[src/rtl/ones_comp_rx.sv]
// One's-complement serial receiver: start, WIDTH inverted data bits (LSB first),
// optional parity (ONES_COMP_PARITY_EN), stop; true word out via one-entry holding reg.
module ones_comp_rx #(
  parameter int WIDTH = 8
) (
  input  logic             clk,
  input  logic             rst,
  input  logic             in_valid,
  input  logic             in_data,
  output logic [WIDTH-1:0] out_data,
  output logic             out_valid,
  input  logic             out_ready,
  output logic             frame_err,
  output logic             overrun,
  output logic             parity_err,
  output logic             busy
);

  localparam int CW = (WIDTH > 1) ? $clog2(WIDTH) : 1;

`ifdef ONES_COMP_PARITY_EN
  typedef enum logic [1:0] {IDLE, DATA, PAR, STOP} state_t;
`else
  typedef enum logic [1:0] {IDLE, DATA, STOP} state_t;
`endif

  state_t           state, state_nxt;
  logic [CW-1:0]    cnt;
  logic [WIDTH-1:0] shreg;
  logic             last_bit, stop_smp, word_done, bad_stop, load;

  assign last_bit  = (cnt == CW'(WIDTH-1));
  assign word_done = stop_smp & in_data;
  assign bad_stop  = stop_smp & ~in_data;
  // A completing word may take the slot the consumer is draining this same edge.
  assign load      = word_done & (~out_valid | out_ready);
  assign busy      = (state != IDLE);

  always_comb begin
    state_nxt = state;
    stop_smp  = 1'b0;
    if (in_valid) begin
      case (state)
        IDLE: if (!in_data) state_nxt = DATA;
        DATA: if (last_bit) begin
`ifdef ONES_COMP_PARITY_EN
          state_nxt = PAR;
`else
          state_nxt = STOP;
`endif
        end
`ifdef ONES_COMP_PARITY_EN
        PAR:  state_nxt = STOP;
`endif
        STOP: begin
          state_nxt = IDLE;
          stop_smp  = 1'b1;
        end
        default: state_nxt = IDLE;
      endcase
    end
  end

  always_ff @(posedge clk or negedge rst) begin
    if (!rst) begin
      state     <= IDLE;
      cnt       <= '0;
      shreg     <= '0;
      out_data  <= '0;
      out_valid <= 1'b0;
      frame_err <= 1'b0;
      overrun   <= 1'b0;
    end else begin
      state     <= state_nxt;
      frame_err <= bad_stop;
      if (state == IDLE) begin
        cnt <= '0;
      end else if (state == DATA && in_valid) begin
        // Line carries the complement; store the true bit directly.
        shreg[cnt] <= ~in_data;
        if (!last_bit) cnt <= cnt + 1'b1;
      end
      if (load) begin
        out_data  <= shreg;
        out_valid <= 1'b1;
      end else if (out_valid && out_ready) begin
        out_valid <= 1'b0;
      end
      if (word_done && !load) overrun <= 1'b1;
    end
  end

`ifdef ONES_COMP_PARITY_EN
  logic par_bad, parity_err_r;

  // Even parity over the bits as transmitted, i.e. the complemented word.
  always_ff @(posedge clk or negedge rst) begin
    if (!rst) begin
      par_bad      <= 1'b0;
      parity_err_r <= 1'b0;
    end else begin
      if (state == PAR && in_valid) par_bad <= in_data ^ (^(~shreg));
      parity_err_r <= stop_smp & par_bad;
    end
  end

  assign parity_err = parity_err_r;
`else
  assign parity_err = 1'b0;
`endif

endmodule

[config.mk]
export PLATFORM = sky130hd
export DESIGN_NAME = ones_comp_rx
export DESIGN_NICKNAME = d
export VERILOG_FILES = /design/src/rtl/ones_comp_rx.sv
export SDC_FILE = /design/constraint.sdc
export NUM_CORES = 1
export LEC_CHECK = 0
export CAP_MARGIN = 10
export CELL_PAD_IN_SITES_DETAIL_PLACEMENT = 0
export CELL_PAD_IN_SITES_GLOBAL_PLACEMENT = 2
export CORE_ASPECT_RATIO = 0.9
export CORE_MARGIN = 2
export CORE_UTILIZATION = 37
export DETAILED_ROUTE_END_ITERATION = 6
export PLACE_DENSITY_LB_ADDON = 0.08
export SLEW_MARGIN = 40
export SYNTH_ARGS = -nofsm -noshare
export SYNTH_HDL_FRONTEND = slang
export SYNTH_SLANG_ARGS = --single-unit
[constraint.sdc]
create_clock -name clk -period 2.36 [get_ports clk]
set_clock_uncertainty 0.05 [all_clocks]
set_input_delay 0.236 -clock clk [delete_from_list [all_inputs] [get_ports clk]]
set_output_delay 0.236 -clock clk [all_outputs]
set_load 0.03 [all_outputs]
# --- Yosys cells after proc, flatten, opt, wreduce, memory -nomap -nowiden ---
# Index checks and enable logic that the tools add are counted.
totals:
  reg_bits: 24
  wordCells: 48
op_classes:
  n_addsub: 1
  order_cmp: 2
  eq_ne: 6
  n_mux: 13
  bitwise_logic: 7
  n_reduce_logical: 12
ops:
  columns: ["operator", "n"]
  rows:
  - ["$mux W3", 3]
  - ["$bwmux W8", 1]
  - ["$reduce_bool A2 Y1", 3]
  - ["$mux W1", 5]
  - ["$logic_and A1 B1 Y1", 4]
  - ["$lt A3 B4 Y1 const B", 1]
  - ["$mux W2", 2]
  - ["$ne A2 B2 Y1 const B", 2]
  - ["$pmux W2 S2", 1]
  - ["$reduce_and A2 Y1", 2]
  - ["$add A3 B1 Y3 const B", 1]
  - ["$and A1 B1 Y1", 3]
  - ["$demux W1 S3", 1]
  - ["$eq A3 B3 Y1 const B", 1]
  - ["$ge A3 B1 Y1 const B", 1]
  - ["$not A1 Y1", 3]
  - ["$reduce_and A3 Y1", 1]
  - ["$eq A2 B1 Y1 const B", 1]
  - ["$eq A2 B2 Y1 const B", 1]
  - ["$logic_not A2 Y1", 1]
  - ["$ne A2 B1 Y1 const B", 1]
  - ["$logic_not A1 Y1", 1]
  - ["$or A1 B1 Y1", 1]

# --- Longest topological paths before layout ---
logic_depth:
  word_depth: 7
  ltp_mapped: 5

# --- Worst setup path before layout ---
# No wires, ideal clock.
synth_path:
  kind: "register to register"
  startpoint: "register cnt[0]"
  endpoint: "register cnt[0]"
  setup_ns: 0.082
  arrival_time_ns: 1.290
  t_required_ns: 2.228
  setup_slack_ns: 0.938
  stages_incl_launch_ff: 6
  n_path_buf: 0
  synth_period_minus_slack_ns: 1.422
  cell_sequence: "dfrtp_1 -> ha_1 -> ha_1 -> nor3b_1 -> mux2i_1 -> o22ai_1"
synth_via:
  elab_chain_cells: 4
  word_cells_on_any_way: 7
synth_lines:
  columns: ["item", "line", "text"]
  rows:
  - ["start, declared", "28", "logic [CW-1:0] cnt;"]
  - ["start signal, assigned", "81", "if (!last_bit) cnt <= cnt + 1'b1;"]
  - ["$add A3 B1 Y3", "81", null]
  - ["$mux W3", "81", null]
  - ["$mux W3", "78", "end else if (state == DATA && in_valid) begin"]
  - ["$mux W3", "76", "if (state == IDLE) begin"]
# Parallel ways exist; a longest one is shown, timed or not. The select of a mux whose other input is x is not followed.
# A chain may end at the register's enable or synchronous reset.

# --- Worst setup path after layout ---
layout_path:
  startpoint: "register state[1]"
  endpoint: "output busy"
layout_via:
  elab_chain_cells: 1
layout_lines:
  columns: ["item", "line", "text"]
  rows:
  - ["start, declared", "27", "state_t state, state_nxt;"]
  - ["start signal, assigned", "74", "state <= state_nxt;"]
  - ["$reduce_bool A2 Y1", "37", "assign busy = (state != IDLE);"]
  - ["end, declared", "16", "output logic busy"]
# Every way passes these cells.

==> run summary <==
The count of nets left with antenna violations once routing finished came out at 0. By area, the combinational part of the netlist is dominated by multiplexers. The final setup slack of the worst path is 0.308 ns. Share of cells above drive strength 1: 17.4%. The congestion estimate from routability-driven global placement came to 0.680. For this design the top-level I/O count stands at 18. The height of the chip works out to 56.7 um.

After synthesis, the cell types taking the most area are dfrtp_1, mux2_4, mux2i_1. The worst path needs 2.05 ns of the cycle, external delays included. For the worst setup path, the data required time is 2.07 ns.

The run gives 4 as the number of iterations in the first detailed-routing pass. Counting flops and latches in the post-synthesis netlist gives 24. Count of endpoints failing setup in the final report: 0. Prior to clock tree synthesis, the placed netlist has a worst setup slack of 0.464 ns. The tools report the via count of the first global-routing pass as 703.

The area share of and/or/nand/nor cells after synthesis came out at 13.6%. The synthesized netlist devotes 2.20% of its cell area to adder and majority cells. The growth of design area from synthesis to finish is 21.2%, and the area share of the largest cell type after synthesis is 52.7%. The core region is 3000 um2.

The kind of launch point of the worst setup path is a flip-flop. VDD sags by at most 0.478 mV. The die boundary width is 62.5 um, and the sink count of the clock tree is 24. The maximum count of clock buffers along a single path was 2. The flow ran to the end, and the final reports show no timing, DRC or antenna violations. Yosys mapped a number of flops with a built-in enable equal to 0.

For this configuration, the core starts out at a cell density of 38.1%. Worst hold-check path type: in -> async. Data arrival time of the critical path: 1.77 ns.

The number of instances in the synthesized netlist was 93. Final-layout setup total negative slack: 0 ns. Row generation in the floorplan step produced 19 rows. The first global-routing pass estimated 3260 um of wire. For the total of warnings raised by yosys, the log shows 0.

Counting distinct cell types in the post-synthesis netlist gives 29. Total of hold buffers inserted after clock tree synthesis: 0. The die covers 3540 um2. The maximum fanout along the worst path is 9. Number of CTS-inserted buffers: 3. The most used flip-flop cell after synthesis is dfrtp_1.

The logs give 1270 um for the final HPWL from detailed placement and 1140 um2 for the netlist area before placement. Power spread over the standard cell area amounts to 880 nW/um2. The library cell used most frequently in the layout, excluding fill and tap cells, is dfrtp_1. Summing over every cut layer, the via total after detailed routing is 710. The worst setup path is of the reg -> out kind. The largest net degree at the start of global routing was 25. Cells fill 46.1% of the core in the end. In the synthesized netlist the async set-or-reset flop fraction comes to 100%. In the layout the commonest cells are dfrtp_1, clkdlybuf4s50_1, mux2_4, inv_1, o21ai_0. Summing the sequential cell areas from Yosys gives 52.7% of the chip area.

For the total DRC errors in the routed layout, the log shows 0. The synthesized netlist devotes 0% of its cell area to XOR and XNOR gates. The complex-gate fraction of the synthesized area is 9.88%. The antenna cell count was 0; the highest clock rate was 487 MHz. The clock latency at the later pin of the worst-skew pair came out at 0.31 ns. The run gives 0 as the number of hold-slack violations in the final timing report.

The clock slew at the register clock pins of the worst setup and hold paths was 0.13 ns; the mux share of post-synthesis cell area was 14.9%. Final max-slew violation count: 0. For the total congestion overflow, the log shows 0.

Setup repair after global routing left no endpoint under its margin. Buffer count from post-CTS setup fixing: 0. Number of levels in the clock H-tree: 1.

In this run, the number of DRC markers left after iteration 0 of detailed routing was 18. Of all cell types, the one taking the most synthesized area is dfrtp_1. Synthesis produced a netlist with a net count of 100.

The net count of the finished layout is 117. Average routed wire per standard cell: 11.8 um. Global routing used 11.7% of the available tracks.

The endpoint type of the worst setup path is an output pin. The tightest hold path in the finished design has a slack of 0.211 ns. TritonCTS built the clock tree. Summed over all cells, the static leakage comes to 0.655 nW. The final layout contains routed wiring with a total length of 1780 um. The tree is rooted in a clkbuf_4.

The final clock period utilization by the worst path is 86.9%. Using the TritonRoute via totals, the vias-per-cell ratio works out to 4.70. The count of port buffers added during placement is 16.

Each instance of the synthesized netlist takes up on average 12.3 um2. The number of gates resized after CTS was 0; the number of antenna violations at the first check in global routing was 0. Max-capacitance violation count: 0.
[state kept, by name (all words and copies together) (netlist names)]
name,cells
out_data,8
shreg,8
cnt,3
state,2
frame_err,1
out_valid,1
overrun,1
[metal layers]
metal / share of wire (%) / wire (um) / GRT usage, %
met4: 1.2 / 22 / 2.86
met1: 51 / 907 / 15.1
met2: 44 / 786 / 18.9
met3: 3.5 / 62 / 4.41
met5: 0 / 0 / 0
[where the power goes]
group / switching, W / internal (W) / leakage, nW
Sequential: 0.0000956 / 0.000506 / 0.307
Clock: 0.000119 / 0.000172 / 0.0279
Combinational: 0.000163 / 0.000160 / 0.320
[kinds of logic (layout without fill, tap and decap cells)]
family                     count (synthesis)  after routing
AOI/OAI and AO/OA                         17             17
adders and majority gates                  2              2
buffers and inverters                     14             30
DFF                                       24             24
muxes                                     13             13
other                                      1              1
and+or+nand+nor                           22             22
[cell type report]
cell class	instances	area (um2)
Inverter	7	26.3
Timing Repair Buffer	19	183
Clock inverter	1	30.0
Fill cell	293	1610
Multi-Input combinational cell	55	467
Tap cell	42	52.6
Clock buffer	3	22.5
Sequential cell	24	601
[Yosys cell counts, drive strengths merged (2+ instances only)]
library cell  count
o21ai             7
nand2b            4
nand2             6
ha                2
inv               7
nand4b            2
dfrtp            24
a22oi             2
nand3b            2
mux2i             5
mux2              8
o31ai             4
clkbuf            3
buf               4
nor2              2
[worst paths after layout]
check	startpoint	to	slack [ns]	cells past startpoint
setup reg to reg	cnt[1]$_DFFE_PN0P_	cnt[0]$_DFFE_PN0P_	0.65	5
hold / removal	rst	out_data[7]$_DFFE_PN0P_	0.21	2
hold reg to reg	overrun$_DFFE_PN0P_	overrun$_DFFE_PN0P_	0.44	1
max in group asynchronous	rst	state[0]$_DFFE_PN0P_	1.80	2
setup / recovery	state[1]$_DFFE_PN0P_	busy	0.31	3
min in group clk	overrun$_DFFE_PN0P_	overrun$_DFFE_PN0P_	0.44	1
[metrics by stage]
stage / std cells / cell area [um2] / power, W
detailed placement: 147 / 1330 / 0.000939
CTS: 151 / 1380 / 0.00124
global route: 151 / 1380 / 0.00132
finish: 151 / 1380 / 0.00122
global placement: 147 / 1330 / 0.000936
floorplan: 93 / 1140 / 0.000840
[critical path: stages, from the launching register on]
cell,delay (ns)
dfrtp_1,0.54
inv_1,0.16
nand2_1,0.10
clkdlybuf4s50_1,0.66
Power figures use the tool's default switching activity.
==> variant, RTL diff (config.mk and constraints unchanged) <==
Encoding of `state_t`: now one-hot (3 bits for 3 states).
--- a/src/rtl/ones_comp_rx.sv
+++ b/src/rtl/ones_comp_rx.sv
@@ -21,7 +21,7 @@
 `ifdef ONES_COMP_PARITY_EN
   typedef enum logic [1:0] {IDLE, DATA, PAR, STOP} state_t;
 `else
-  typedef enum logic [1:0] {IDLE, DATA, STOP} state_t;
+  typedef enum logic [2:0] {IDLE = 3'b001, DATA = 3'b010, STOP = 3'b100} state_t;
 `endif
 
   state_t           state, state_nxt;
Behaviour: no difference found for any inputs over 10 cycles, from zero or initial values and one cycle with rst low; not proved beyond that.
==> variant against the original RTL <==
- register-to-register slack better by 110 ps
- routed wire length up 9.2%
- power is 20% lower
- clock power fell by 33%
- core utilization down 0.084 points
- sequential cell count rose by 1
- count of clock-buffer cells in the layout did not move
- worst setup slack worse by 53 ps
- area after synthesis grew 0.66%
- first-iteration DRC count fell by 22%
- synthesized cell count increased by 5.4%
- final area is 0.18% lower
==> variant: results (changes against the original RTL) <==
<table>
<tr><th>Metric</th><th>Value</th></tr>
<tr><th colspan="2">Routing</th></tr>
<tr><td>DRT iter0 DRCs</td><td>14 (-4)</td></tr>
<tr><td>Number of vias after detailed routing</td><td>769 (+8.3%)</td></tr>
<tr><td>Average routed wire per standard cell</td><td>12.4 um (+5.7%)</td></tr>
<tr><th colspan="2">Place</th></tr>
<tr><td>Half-perimeter wire length after detailed placement</td><td>1350 um (+6.4%)</td></tr>
<tr><td>Post-Place Worst Slack</td><td>316 ps (-148 ps)</td></tr>
<tr><td>Post-Place Cell Area</td><td>1350 um^2 (+1.6%)</td></tr>
<tr><td>Routability cong.</td><td>0.744 (+9.4%)</td></tr>
<tr><th colspan="2">Yosys</th></tr>
<tr><td>Synth Area in Adders</td><td>0.0218 (-0.000144)</td></tr>
<tr><td>Complex-gate fraction of the synthesized area</td><td>0.124 (+0.0255)</td></tr>
<tr><td>Leading cell types by total area after synthesis</td><td>dfrtp_1 52%, mux2_2 7.9%, o31ai_1 4.6%, o21ai_0 3.9%, dfstp_2 2.3%</td></tr>
<tr><td>Number of distinct library cell variants in the gate-level netlist after synthesis</td><td>33 (+14%)</td></tr>
<tr><td>Register area share after synthesis</td><td>0.546 (+0.0195)</td></tr>
<tr><td>Net count of the mapped netlist</td><td>105 (+5.0%)</td></tr>
<tr><td>List of most frequent post-synthesis cells</td><td>24 x dfrtp_1, 9 x o21ai_0, 8 x mux2_2, 7 x o31ai_1</td></tr>
<tr><th colspan="2">Final layout</th></tr>
<tr><td>Filler Cells Inserted</td><td>294 (+0.34%)</td></tr>
<tr><td>Fraction of final layout cells sized beyond drive strength 1</td><td>0.193 (+0.0187)</td></tr>
<tr><td>Largest registers</td><td>out_data (8), shreg (8)</td></tr>
<tr><td>Final Net Count</td><td>122 (+4.3%)</td></tr>
<tr><th colspan="2">Power</th></tr>
<tr><td>Comb pwr share</td><td>0.238 (-0.028)</td></tr>
<tr><td>LEAKAGE</td><td>0.622 nW (-5.1%)</td></tr>
<tr><td>Maximum ir drop on the vdd rail</td><td>402 uV (-16%)</td></tr>
<tr><th colspan="2">STA</th></tr>
<tr><td>Minimum setup slack in the final design</td><td>255 ps (-52.9 ps)</td></tr>
<tr><th colspan="2">Global routing</th></tr>
<tr><td>Via count of the first global-routing pass</td><td>718 (+2.1%)</td></tr>
<tr><td>First-pass GRT wire length</td><td>3440 um (+5.5%)</td></tr>
<tr><td>All-layer global routing usage</td><td>0.124 (+0.00658)</td></tr>
<tr><td>Pin count of the biggest net entering global routing</td><td>26 (+4.0%)</td></tr>
<tr><th colspan="2">Outcome</th></tr>
<tr><td>Status</td><td>finished, final reports clean</td></tr>
<tr><th colspan="2">Setup path</th></tr>
<tr><td>Number of cells on the worst reg-to-reg path</td><td>3 (-2)</td></tr>
<tr><td>Worst endpoint data arrival time</td><td>1820 ps (+50 ps)</td></tr>
<tr><td>Setup slack on the worst flop-to-flop path</td><td>760 ps (+110 ps)</td></tr>
<tr><th colspan="2">CTS</th></tr>
<tr><td>Resized cells post-CTS</td><td>1 (+1)</td></tr>
</table>
-- variant: cell types whose count changed after synthesis, sizes merged, moves of 3 or more --
cell | unedited run | this run
inv | 7 | 4
mux2i | 5 | 2
nand2 | 6 | 3
nand2b | 4 | 1
nand3 | 1 | 4
o31ai | 4 | 7
or3b | 0 | 3
-- variant: metal layers --
layer,track usage,vias up,wire [um]
met5,0,-,0
met3,0.0421,2,95
met1,0.163,362,976
met2,0.198,22,853
li1,-,383,-
met4,0.0286,0,16
-- variant: cell type report --
class | instances | area [um^2] | share of cell area
Clock buffer | 3 | 22.5 | 0.0163
Multi-Input combinational cell | 62 | 473 | 0.343
Timing Repair Buffer | 19 | 181 | 0.132
Tap cell | 42 | 52.6 | 0.0381
Clock inverter | 1 | 7.51 | 0.00544
Inverter | 4 | 15.0 | 0.0109
Sequential cell | 25 | 627 | 0.455
-- variant: worst max-delay path, stage by stage (launching register included) --
cell and delay (ps):
dfstp_2 610, or3b_2 510, dlygate4sd2_1 380
-- variant: cells by family (layout without fill, tap and decap cells) --
family | after synthesis | after routing
flops | 25 | 25
fa+ha+maj | 2 | 2
compound gates | 22 | 22
simple gates | 27 | 27
other cells | 1 | 1
buf+inv | 11 | 27
mux | 10 | 10
-- variant: final timing paths --
path                                           start                      end
worst max-delay path            state[0]$_DFFE_PN1P_                     busy
worst min-delay path                             rst  out_data[0]$_DFFE_PN0P_
worst max register to register  state[1]$_DFFE_PN0P_  out_data[2]$_DFFE_PN0P_
worst min register to register   overrun$_DFFE_PN0P_      overrun$_DFFE_PN0P_
max in group asynchronous                        rst     state[0]$_DFFE_PN1P_
min in group clk                 overrun$_DFFE_PN0P_      overrun$_DFFE_PN0P_
